## config.mk

```make
export PLATFORM = sky130hd
export DESIGN_NAME = mem_port_arbiter_flat
export DESIGN_NICKNAME = d
export VERILOG_FILES = /design/src/rtl/mem_port_arbiter_pkg.sv /design/src/rtl/mem_port_arbiter_if.sv /design/src/rtl/mem_port_arbiter_wait_counter.sv /design/src/rtl/mem_port_arbiter.sv /design/src/flat_wrapper.sv
export SDC_FILE = /design/constraint.sdc
export NUM_CORES = 1
export LEC_CHECK = 0
export CORE_AREA = 2 2 93 95
export CTS_CLUSTER_SIZE = 28
export DETAILED_ROUTE_END_ITERATION = 12
export DIE_AREA = 0 0 95 97
export PLACE_DENSITY = 0.74
export SYNTH_ARGS = -nofsm -noshare
export SYNTH_HDL_FRONTEND = slang
export SYNTH_SLANG_ARGS = --single-unit
export TNS_END_PERCENT = 1
```

## constraint.sdc

```tcl
create_clock -name clk -period 7.1 [get_ports clk]
set_input_delay 1.775 -clock clk [delete_from_list [all_inputs] [get_ports clk]]
set_output_delay 1.775 -clock clk [all_outputs]
set_load 0.02 [all_outputs]
```

## src/rtl/mem_port_arbiter_pkg.sv

```systemverilog
// Shared constants for the memory port arbiter and the pipeline control stages.
// State encodings, access op encodings and default bus widths.
package mem_port_arbiter_pkg;

    localparam int unsigned ADDR_W_DEF      = 16;
    localparam int unsigned DATA_W_DEF      = 16;
    localparam int unsigned WAIT_STATES_DEF = 2;

    localparam logic [2:0] ST_IDLE   = 3'd0;
    localparam logic [2:0] ST_D_ACC  = 3'd1;
    localparam logic [2:0] ST_D_DONE = 3'd2;
    localparam logic [2:0] ST_F_ACC  = 3'd3;
    localparam logic [2:0] ST_F_DONE = 3'd4;

    localparam logic OP_RD = 1'b0;
    localparam logic OP_WR = 1'b1;

    // Counter width able to hold WAIT_STATES; never narrower than one bit.
    function automatic int unsigned cnt_width(input int unsigned wait_states);
        return (wait_states == 0) ? 1 : $clog2(wait_states + 1);
    endfunction

endpackage

```

## src/rtl/mem_port_arbiter_if.sv

```systemverilog
// Bundle of fetch, data-access and external-memory signals around the arbiter.
// The slave modport is the arbiter's view; master is the surrounding pipeline/memory.
interface mem_port_arbiter_if
    import mem_port_arbiter_pkg::*;
#(
    parameter int unsigned ADDR_W = ADDR_W_DEF,
    parameter int unsigned DATA_W = DATA_W_DEF
) ();

    logic              if_req;
    logic [ADDR_W-1:0] if_addr;
    logic [DATA_W-1:0] if_data;
    logic              if_valid;

    logic              mr;
    logic              mw;
    logic [ADDR_W-1:0] d_addr;
    logic [DATA_W-1:0] d_wdata;
    logic [DATA_W-1:0] d_rdata;
    logic              d_valid;
    logic              hold;

    logic [ADDR_W-1:0] mem_addr;
    logic [DATA_W-1:0] mem_wdata;
    logic [DATA_W-1:0] mem_rdata;
    logic              mem_rd;
    logic              mem_wr;
    logic              err;

    modport slave (
        input  if_req, if_addr, mr, mw, d_addr, d_wdata, mem_rdata,
        output if_data, if_valid, d_rdata, d_valid, hold,
               mem_addr, mem_wdata, mem_rd, mem_wr, err
    );

    modport master (
        output if_req, if_addr, mr, mw, d_addr, d_wdata, mem_rdata,
        input  if_data, if_valid, d_rdata, d_valid, hold,
               mem_addr, mem_wdata, mem_rd, mem_wr, err
    );

endinterface

```

## src/rtl/mem_port_arbiter_wait_counter.sv

```systemverilog
// Loadable down-counter timing the wait states of one memory access.
// Saturates at zero; zero_c flags the final strobe cycle.
module mem_port_arbiter_wait_counter
    import mem_port_arbiter_pkg::*;
#(
    parameter int unsigned WIDTH = 2
) (
    input  logic             clk,
    input  logic             rst,
    input  logic             load,
    input  logic [WIDTH-1:0] load_val,
    input  logic             dec,
    output logic             zero_c
);

    logic [WIDTH-1:0] count;

    always_ff @(posedge clk or posedge rst) begin
        if (rst) begin
            count <= '0;
        end else if (load) begin
            count <= load_val;
        end else if (dec && !zero_c) begin
            count <= count - WIDTH'(1);
        end
    end

    assign zero_c = (count == '0);

endmodule

```

## src/rtl/mem_port_arbiter.sv

```systemverilog
// Arbitrates the single-port memory between instruction fetch and MEM-stage data access.
// Each access strobes memory for WAIT_STATES+1 cycles, then pulses a one-cycle valid.
module mem_port_arbiter
    import mem_port_arbiter_pkg::*;
#(
    parameter int unsigned ADDR_W      = ADDR_W_DEF,
    parameter int unsigned DATA_W      = DATA_W_DEF,
    parameter int unsigned WAIT_STATES = WAIT_STATES_DEF
) (
    input  logic              clk,
    input  logic              rst,
    mem_port_arbiter_if.slave bus
);

    localparam int unsigned CNT_W = cnt_width(WAIT_STATES);

    logic [2:0]        state_q;
    logic [2:0]        state_d;
    logic              data_req;
    logic              grant_d;
    logic              grant_f;
    logic              acc_done;
    logic              in_acc;
    logic              cnt_zero;

    logic              last_data_q;
    logic              op_q;
    logic [ADDR_W-1:0] mem_addr_q;
    logic [DATA_W-1:0] mem_wdata_q;
    logic              mem_rd_q;
    logic              mem_wr_q;
    logic [DATA_W-1:0] d_rdata_q;
    logic [DATA_W-1:0] if_data_q;
    logic              d_valid_q;
    logic              if_valid_q;
    logic              err_q;

    assign data_req = bus.mr | bus.mw;
    assign in_acc   = (state_q == ST_D_ACC) || (state_q == ST_F_ACC);

    // State register
    always_ff @(posedge clk or posedge rst) begin
        if (rst) begin
            state_q <= ST_IDLE;
        end else begin
            state_q <= state_d;
        end
    end

    // Next state and grant decisions; fetch wins a tie only right after a data grant
    always_comb begin
        state_d  = state_q;
        grant_d  = 1'b0;
        grant_f  = 1'b0;
        acc_done = 1'b0;
        case (state_q)
            ST_IDLE: begin
                if (data_req && !(bus.if_req && last_data_q)) begin
                    grant_d = 1'b1;
                    state_d = ST_D_ACC;
                end else if (bus.if_req) begin
                    grant_f = 1'b1;
                    state_d = ST_F_ACC;
                end
            end
            ST_D_ACC: begin
                if (cnt_zero) begin
                    acc_done = 1'b1;
                    state_d  = ST_D_DONE;
                end
            end
            ST_F_ACC: begin
                if (cnt_zero) begin
                    acc_done = 1'b1;
                    state_d  = ST_F_DONE;
                end
            end
            ST_D_DONE: state_d = ST_IDLE;
            ST_F_DONE: state_d = ST_IDLE;
            default:   state_d = ST_IDLE;
        endcase
    end

    mem_port_arbiter_wait_counter #(
        .WIDTH (CNT_W)
    ) u_wait_counter (
        .clk      (clk),
        .rst      (rst),
        .load     (grant_d | grant_f),
        .load_val (CNT_W'(WAIT_STATES)),
        .dec      (in_acc),
        .zero_c   (cnt_zero)
    );

    // Access datapath: latch request on grant, capture read data on the last strobe edge
    always_ff @(posedge clk or posedge rst) begin
        if (rst) begin
            last_data_q <= 1'b0;
            op_q        <= OP_RD;
            mem_addr_q  <= '0;
            mem_wdata_q <= '0;
            mem_rd_q    <= 1'b0;
            mem_wr_q    <= 1'b0;
            d_rdata_q   <= '0;
            if_data_q   <= '0;
            d_valid_q   <= 1'b0;
            if_valid_q  <= 1'b0;
            err_q       <= 1'b0;
        end else begin
            d_valid_q  <= (state_d == ST_D_DONE);
            if_valid_q <= (state_d == ST_F_DONE);
            if (grant_d) begin
                mem_addr_q  <= bus.d_addr;
                mem_wdata_q <= bus.d_wdata;
                op_q        <= bus.mw ? OP_WR : OP_RD;
                mem_rd_q    <= !bus.mw;
                mem_wr_q    <= bus.mw;
                last_data_q <= 1'b1;
                if (bus.mr && bus.mw) begin
                    err_q <= 1'b1;
                end
            end else if (grant_f) begin
                mem_addr_q  <= bus.if_addr;
                op_q        <= OP_RD;
                mem_rd_q    <= 1'b1;
                mem_wr_q    <= 1'b0;
                last_data_q <= 1'b0;
            end
            if (acc_done) begin
                mem_rd_q <= 1'b0;
                mem_wr_q <= 1'b0;
                if (state_q == ST_D_ACC && op_q == OP_RD) begin
                    d_rdata_q <= bus.mem_rdata;
                end
                if (state_q == ST_F_ACC) begin
                    if_data_q <= bus.mem_rdata;
                end
            end
        end
    end

    // Stall drops in D_DONE so the pipeline advances exactly once per data access
    assign bus.hold      = data_req && (state_q != ST_D_DONE);
    assign bus.mem_addr  = mem_addr_q;
    assign bus.mem_wdata = mem_wdata_q;
    assign bus.mem_rd    = mem_rd_q;
    assign bus.mem_wr    = mem_wr_q;
    assign bus.d_rdata   = d_rdata_q;
    assign bus.if_data   = if_data_q;
    assign bus.d_valid   = d_valid_q;
    assign bus.if_valid  = if_valid_q;
    assign bus.err       = err_q;

endmodule

```

## src/flat_wrapper.sv

```systemverilog
// flat-port wrapper written by rule: the top's interface ports become plain ports
module mem_port_arbiter_flat import mem_port_arbiter_pkg::*;
#(
    parameter int unsigned ADDR_W      = ADDR_W_DEF,
    parameter int unsigned DATA_W      = DATA_W_DEF,
    parameter int unsigned WAIT_STATES = WAIT_STATES_DEF
)
  (clk, rst, bus_if_req, bus_if_addr, bus_mr, bus_mw, bus_d_addr, bus_d_wdata, bus_mem_rdata, bus_if_data, bus_if_valid, bus_d_rdata, bus_d_valid, bus_hold, bus_mem_addr, bus_mem_wdata, bus_mem_rd, bus_mem_wr, bus_err);
  mem_port_arbiter_if #(.ADDR_W(ADDR_W), .DATA_W(DATA_W)) bus_i ();
  input  logic clk;
  input  logic rst;
  input wire logic [$bits(bus_i.if_req)-1:0] bus_if_req;
  input wire logic [$bits(bus_i.if_addr)-1:0] bus_if_addr;
  input wire logic [$bits(bus_i.mr)-1:0] bus_mr;
  input wire logic [$bits(bus_i.mw)-1:0] bus_mw;
  input wire logic [$bits(bus_i.d_addr)-1:0] bus_d_addr;
  input wire logic [$bits(bus_i.d_wdata)-1:0] bus_d_wdata;
  input wire logic [$bits(bus_i.mem_rdata)-1:0] bus_mem_rdata;
  output wire logic [$bits(bus_i.if_data)-1:0] bus_if_data;
  output wire logic [$bits(bus_i.if_valid)-1:0] bus_if_valid;
  output wire logic [$bits(bus_i.d_rdata)-1:0] bus_d_rdata;
  output wire logic [$bits(bus_i.d_valid)-1:0] bus_d_valid;
  output wire logic [$bits(bus_i.hold)-1:0] bus_hold;
  output wire logic [$bits(bus_i.mem_addr)-1:0] bus_mem_addr;
  output wire logic [$bits(bus_i.mem_wdata)-1:0] bus_mem_wdata;
  output wire logic [$bits(bus_i.mem_rd)-1:0] bus_mem_rd;
  output wire logic [$bits(bus_i.mem_wr)-1:0] bus_mem_wr;
  output wire logic [$bits(bus_i.err)-1:0] bus_err;
  assign bus_i.if_req = bus_if_req;
  assign bus_i.if_addr = bus_if_addr;
  assign bus_i.mr = bus_mr;
  assign bus_i.mw = bus_mw;
  assign bus_i.d_addr = bus_d_addr;
  assign bus_i.d_wdata = bus_d_wdata;
  assign bus_i.mem_rdata = bus_mem_rdata;
  assign bus_if_data = bus_i.if_data;
  assign bus_if_valid = bus_i.if_valid;
  assign bus_d_rdata = bus_i.d_rdata;
  assign bus_d_valid = bus_i.d_valid;
  assign bus_hold = bus_i.hold;
  assign bus_mem_addr = bus_i.mem_addr;
  assign bus_mem_wdata = bus_i.mem_wdata;
  assign bus_mem_rd = bus_i.mem_rd;
  assign bus_mem_wr = bus_i.mem_wr;
  assign bus_err = bus_i.err;
  mem_port_arbiter #(.ADDR_W(ADDR_W), .DATA_W(DATA_W), .WAIT_STATES(WAIT_STATES)) u_core (.clk(clk), .rst(rst), .bus(bus_i));
endmodule
```

# Word-level counts from Yosys, hierarchy flattened
# Index checks and enable logic that the tools add are counted.
dict set report word_totals {
  regBits 76
  inputBits 69
  output_inout_bits 70
  word_cells 66
}
dict set report op_classes {
  n_addsub 1
  n_eq_ne 5
  n_mux 25
  bitwise 3
  n_reduce_logical 19
}
# operator count
set op_table {}
lappend op_table {{$mux 16} 2}
lappend op_table {{$mux 1} 16}
lappend op_table {{$mux 3} 4}
lappend op_table {{$pmux 3 s3} 1}
lappend op_table {{$eq 3x2->1 const B} 2}
lappend op_table {{$logic_and 1x1->1} 6}
lappend op_table {{$reduce_and 2->1} 3}
lappend op_table {{$mux 2} 2}
lappend op_table {{$reduce_bool 2->1} 2}
lappend op_table {{$eq 3x1->1 const B} 1}
lappend op_table {{$eq 3x3->1 const B} 1}
lappend op_table {{$logic_not 1->1} 3}
lappend op_table {{$logic_not 3->1} 1}
lappend op_table {{$ne 3x2->1 const B} 1}
lappend op_table {{$reduce_bool 3->1} 1}
lappend op_table {{$logic_not 2->1} 1}
lappend op_table {{$or 1x1->1} 2}
lappend op_table {{$reduce_or 2->1} 1}
lappend op_table {{$sub 2x1->2 const B} 1}
lappend op_table {{$logic_or 1x1->1} 1}
lappend op_table {{$not 1->1} 1}

# Longest topological paths before layout
dict set report depth {
  depth_word 8
  depth_mapped 7
  ltp_nobuf 6
}

# By module
# A second synthesis with hierarchy kept.
dict set report unflattened {
  cells_unflattened 250
  hier_area_um2 3276.9
}
# module instances cells_each area_per_inst_um2 seq_area_each_um2
set by_module_without_submodules {}
lappend by_module_without_submodules {mem_port_arbiter 1 237 3141.8 1851.8}
lappend by_module_without_submodules {mem_port_arbiter_wait_counter 1 13 135.1 50.0}

# Worst setup path after synthesis
# Ideal clock, no wire load.
dict set report synth_timing {
  path_type {input to output}
  startpoint {in bus_mw}
  endpoint {out bus_hold}
  t_arrival_ps 2402
  required_time_ps 5325
  setup_slack_ps 2923
  path_stages 3
  n_path_buf 1
  cell_sequence {clkbuf_1 -> nor2_1 -> a21oi_1}
}
dict set report synth_between {
  elab_chain_cells 2
}
# item line_no
set synth_lines {}
lappend synth_lines {{start, declared} flat_wrapper.sv:15} ;# input wire logic [$bits(bus_i.mw)-1:0] bus_mw;
lappend synth_lines {{$or 1x1->1} mem_port_arbiter.sv:38} ;# assign data_req = bus.mr | bus.mw;
lappend synth_lines {{$logic_and 1x1->1} mem_port_arbiter.sv:143} ;# assign bus.hold = data_req && (state_q != ST_D_DONE);
lappend synth_lines {{end, declared} flat_wrapper.sv:23} ;# output wire logic [$bits(bus_i.hold)-1:0] bus_hold;
# No other way between the ends.

# Worst setup path in the final report
# Ends and elaborated chain as after synthesis.

==> flow_summary.ini <==
[routing]
drt_iter0_drc = 91
routed_via_density = 4.95
wl_per_cell_um = 16.0
drt_first_pass_iters = 4
drc = 0
routed_wl_mm = 7.80
vias = 2417
final_antenna_net_count = 0

[clocking]
h-tree-depth = 3
cts_tree = built
post_cts_resized = 0
cts_hold_buf = 0
path_clk_slew_ns = 0.09
cts.sinks = 76
cts_buffers = 9
postCtsSetupBuffers = 0
clk_path_buf_depth = 2
clk_latency_ns = 0.33
cts-root-buf = clkbuf_8

[global_route]
grt_max_degree = 41
grt_usage_pct = 17.8
grt_overflow = 0
grt_first_pass_wirelength_mm = 12.7
grt_pass1_vias = 2491
antenna_found_initial = 0

[job]
drv_cap = 0

[min_path]
min_to = u_core.bus.err
hold_path.startpoint = u_core.bus.err
holdCritPathClass = reg2reg
whs_path_depth = 1

[sta]
hold_viol_final = 0
fin_crit_ns = 4.99
tightestPinTransition_ns = 0.945
max_freq_mhz = 200
slew_violations = 0
finalSetupViolCount = 0
skew_ns = 0.0135
fin_ws_ns = 2.11
grt_setup_unrepaired = no
timing.final.crit_share_pct = 70.3
tns_ns = 0
slew_headroom_pct = 37.0

[setup_path]
reg2reg_from = u_core.state_q[1]
worst-r2r-cell-count = 3
cp-end-kind = output port
cp_common_cell = clkdlybuf4s50_1
arrival_ns = 3.21
critPathTopFamily = buffers and inverters
start_kind = input pin
required_ns = 5.33
slowest_stage = clkdlybuf4s50_1
worst-path-stages = 4
rr_endpoint = u_core.bus.mem_addr[12]
cp_cell_sequence = clkdlybuf4s50_1 > nor2_1 > a21oi_1 > clkdlybuf4s50_1
cpPeakStageDelay_ns = 0.62
critPathKind = in2out
reg2reg_setup_slack_ns = 4.84
cp_max_fo = 6
cp_num_buf_inv = 2

[floorplan]
dieWidth_um = 95
start_util_pct = 39.2
fp.dieH_um = 97
die_area_mm2 = 0.00922
num_rows = 33
core_area_mm2 = 0.00813
pin_count = 139

[logic_synthesis]
yosysSeqAreaShare_pct = 59.7
netlist_area_mm2 = 0.00319
synth-warning-count = 0
yosys.area.top_type = dfrtp_1
synth.avg_cell_area_um2 = 13.2
ys_types = 36
synthCells = 242
synthTopCellsByArea = dfrtp_1 (60%), mux2_2 (13%), mux2_4 (4.7%)
synth_top_cell_area_share_pct = 59.7
synth_fp_nets = 312
ys_seq_elements = 76

[pwr]
powerDensity_mw_per_mm2 = 475
vdd_drop_max_mv = 0.221
power_leakage_nw = 2.06
power_mw = 2.30

[place]
port-buffer-count = 138
dp.cells = 472
routabilityCongestion = 0.777
dp_slack_ns = 2.13
hpwl_mm = 5.62

[cells_and_area]
area.growth.synth_to_final_pct = 52.3
antenna_cells = 0
fin_nets = 448
n_fill_cell = 669
multiInputGateArea_mm2 = 0.00118
final_cells = 488
seqCellArea_mm2 = 0.00190
final_core_util_pct = 59.7
drive_gt1_share_pct = 20.4

[outcome]
outcome = finished clean
==> kinds of logic after synthesis <==
family	after synthesis	share of synthesized area, %
compound gates	59	11.7
xor+xnor	2	0.550
fa+ha+maj	1	0.392
buf+inv	20	3.45
flops	76	59.7
mux	48	18.1
simple gates	36	6.12
==> state kept, by name, summed over array words and instances, names as in the netlist <==
name / count
u_core.bus.if_data: 16
u_core.bus.mem_wdata: 16
u_core.bus.err: 1
u_core.bus.mem_rd: 1
u_core.bus.mem_addr: 16
u_core.bus.mem_wr: 1
u_core.bus.d_valid: 1
u_core.u_wait_counter.count: 2
u_core.state_q: 3
u_core.bus.if_valid: 1
u_core.op_q: 1
u_core.bus.d_rdata: 16
u_core.last_data_q: 1
==> metrics by stage <==
step	hold slack [ns]	area [um2]
6_report	0.491	4850
5_1_grt	0.525	4850
4_1_cts	0.489	4850
3_5_place_dp	0.463	4630
3_3_place_gp	0.474	4630
2_1_floorplan	0.469	3190
==> Yosys cell counts <==
| library cell | count |
|---|---|
| dfrtp_1 | 76 |
| mux2_2 | 38 |
| nor2_1 | 20 |
| a21oi_1 | 18 |
| o21ai_0 | 18 |
| o31ai_1 | 15 |
| mux2_4 | 10 |
| clkbuf_1 | 8 |
| inv_1 | 5 |
| nand2_1 | 5 |
| buf_2 | 3 |
| buf_4 | 2 |
| a211oi_1 | 1 |
| a21o_1 | 1 |
| a2bb2oi_1 | 1 |
| a2bb2oi_2 | 1 |
| a31o_2 | 1 |
| and3b_2 | 1 |
| buf_12 | 1 |
| buf_6 | 1 |
| ha_1 | 1 |
| nand2b_1 | 1 |
| nand3_1 | 1 |
| nand3b_2 | 1 |
| nor2_4 | 1 |
| nor3_1 | 1 |
| nor3_4 | 1 |
| o211a_1 | 1 |
| o211ai_1 | 1 |
| o2bb2ai_2 | 1 |
| or3_1 | 1 |
| or3_4 | 1 |
| or3b_2 | 1 |
| or4b_2 | 1 |
| xnor2_1 | 1 |
| xor2_1 | 1 |
==> area by class of cell <==
class	count	area share, %
Timing Repair Buffer	140	28.8
Inverter	5	0.412
Multi-Input combinational cell	146	24.3
Sequential cell	76	39.2
Tap cell	105	2.71
Clock inverter	6	1.78
Clock buffer	10	2.84
==> power by group <==
part           switching (mW)  total [mW]  leakage (nW)  internal, mW
clock                   0.156       0.364         0.113         0.208
combinational           0.565        1.18          1.03         0.610
sequential              0.119       0.765         0.916         0.645
==> layer usage <==
| metal | part of all wire [%] | wire [um] | vias up | track usage, % |
|---|---|---|---|---|
| met4 | 1.1 | 87 | 0 | 6.13 |
| met3 | 6.5 | 510 | 7 | 4.13 |
| met5 | 0 | 0 | - | 0 |
| met1 | 42 | 3250 | 1190 | 23.1 |
| li1 | - | - | 1137 | - |
| met2 | 51 | 3960 | 83 | 29.0 |
==> cells in the final DEF, fill, tap and decap left out, types with 2 or more instances in the layout <==
cell type        instances
nand2_1                  5
dfrtp_1                 76
clkbuf_8                10
buf_4                    2
bufinv_16                2
clkdlybuf4s50_1        138
o31ai_1                 15
a21oi_1                 18
inv_1                    4
o21ai_0                 18
mux2_4                  10
clkinv_2                 3
nor2_1                  20
mux2_2                  38
==> how the worst max path moves through the flow <==
stage	slack [ns]	end	from
5_1_grt	2.06	bus_hold	bus_mw
3_5_place_dp	2.13	bus_hold	bus_mw
6_report	2.11	bus_hold	bus_mw
3_3_place_gp	2.13	bus_hold	bus_mw
4_1_cts	2.12	bus_hold	bus_mw
2_1_floorplan	2.92	bus_hold	bus_mw
Note: power is estimated with default switching activity, not from simulation.
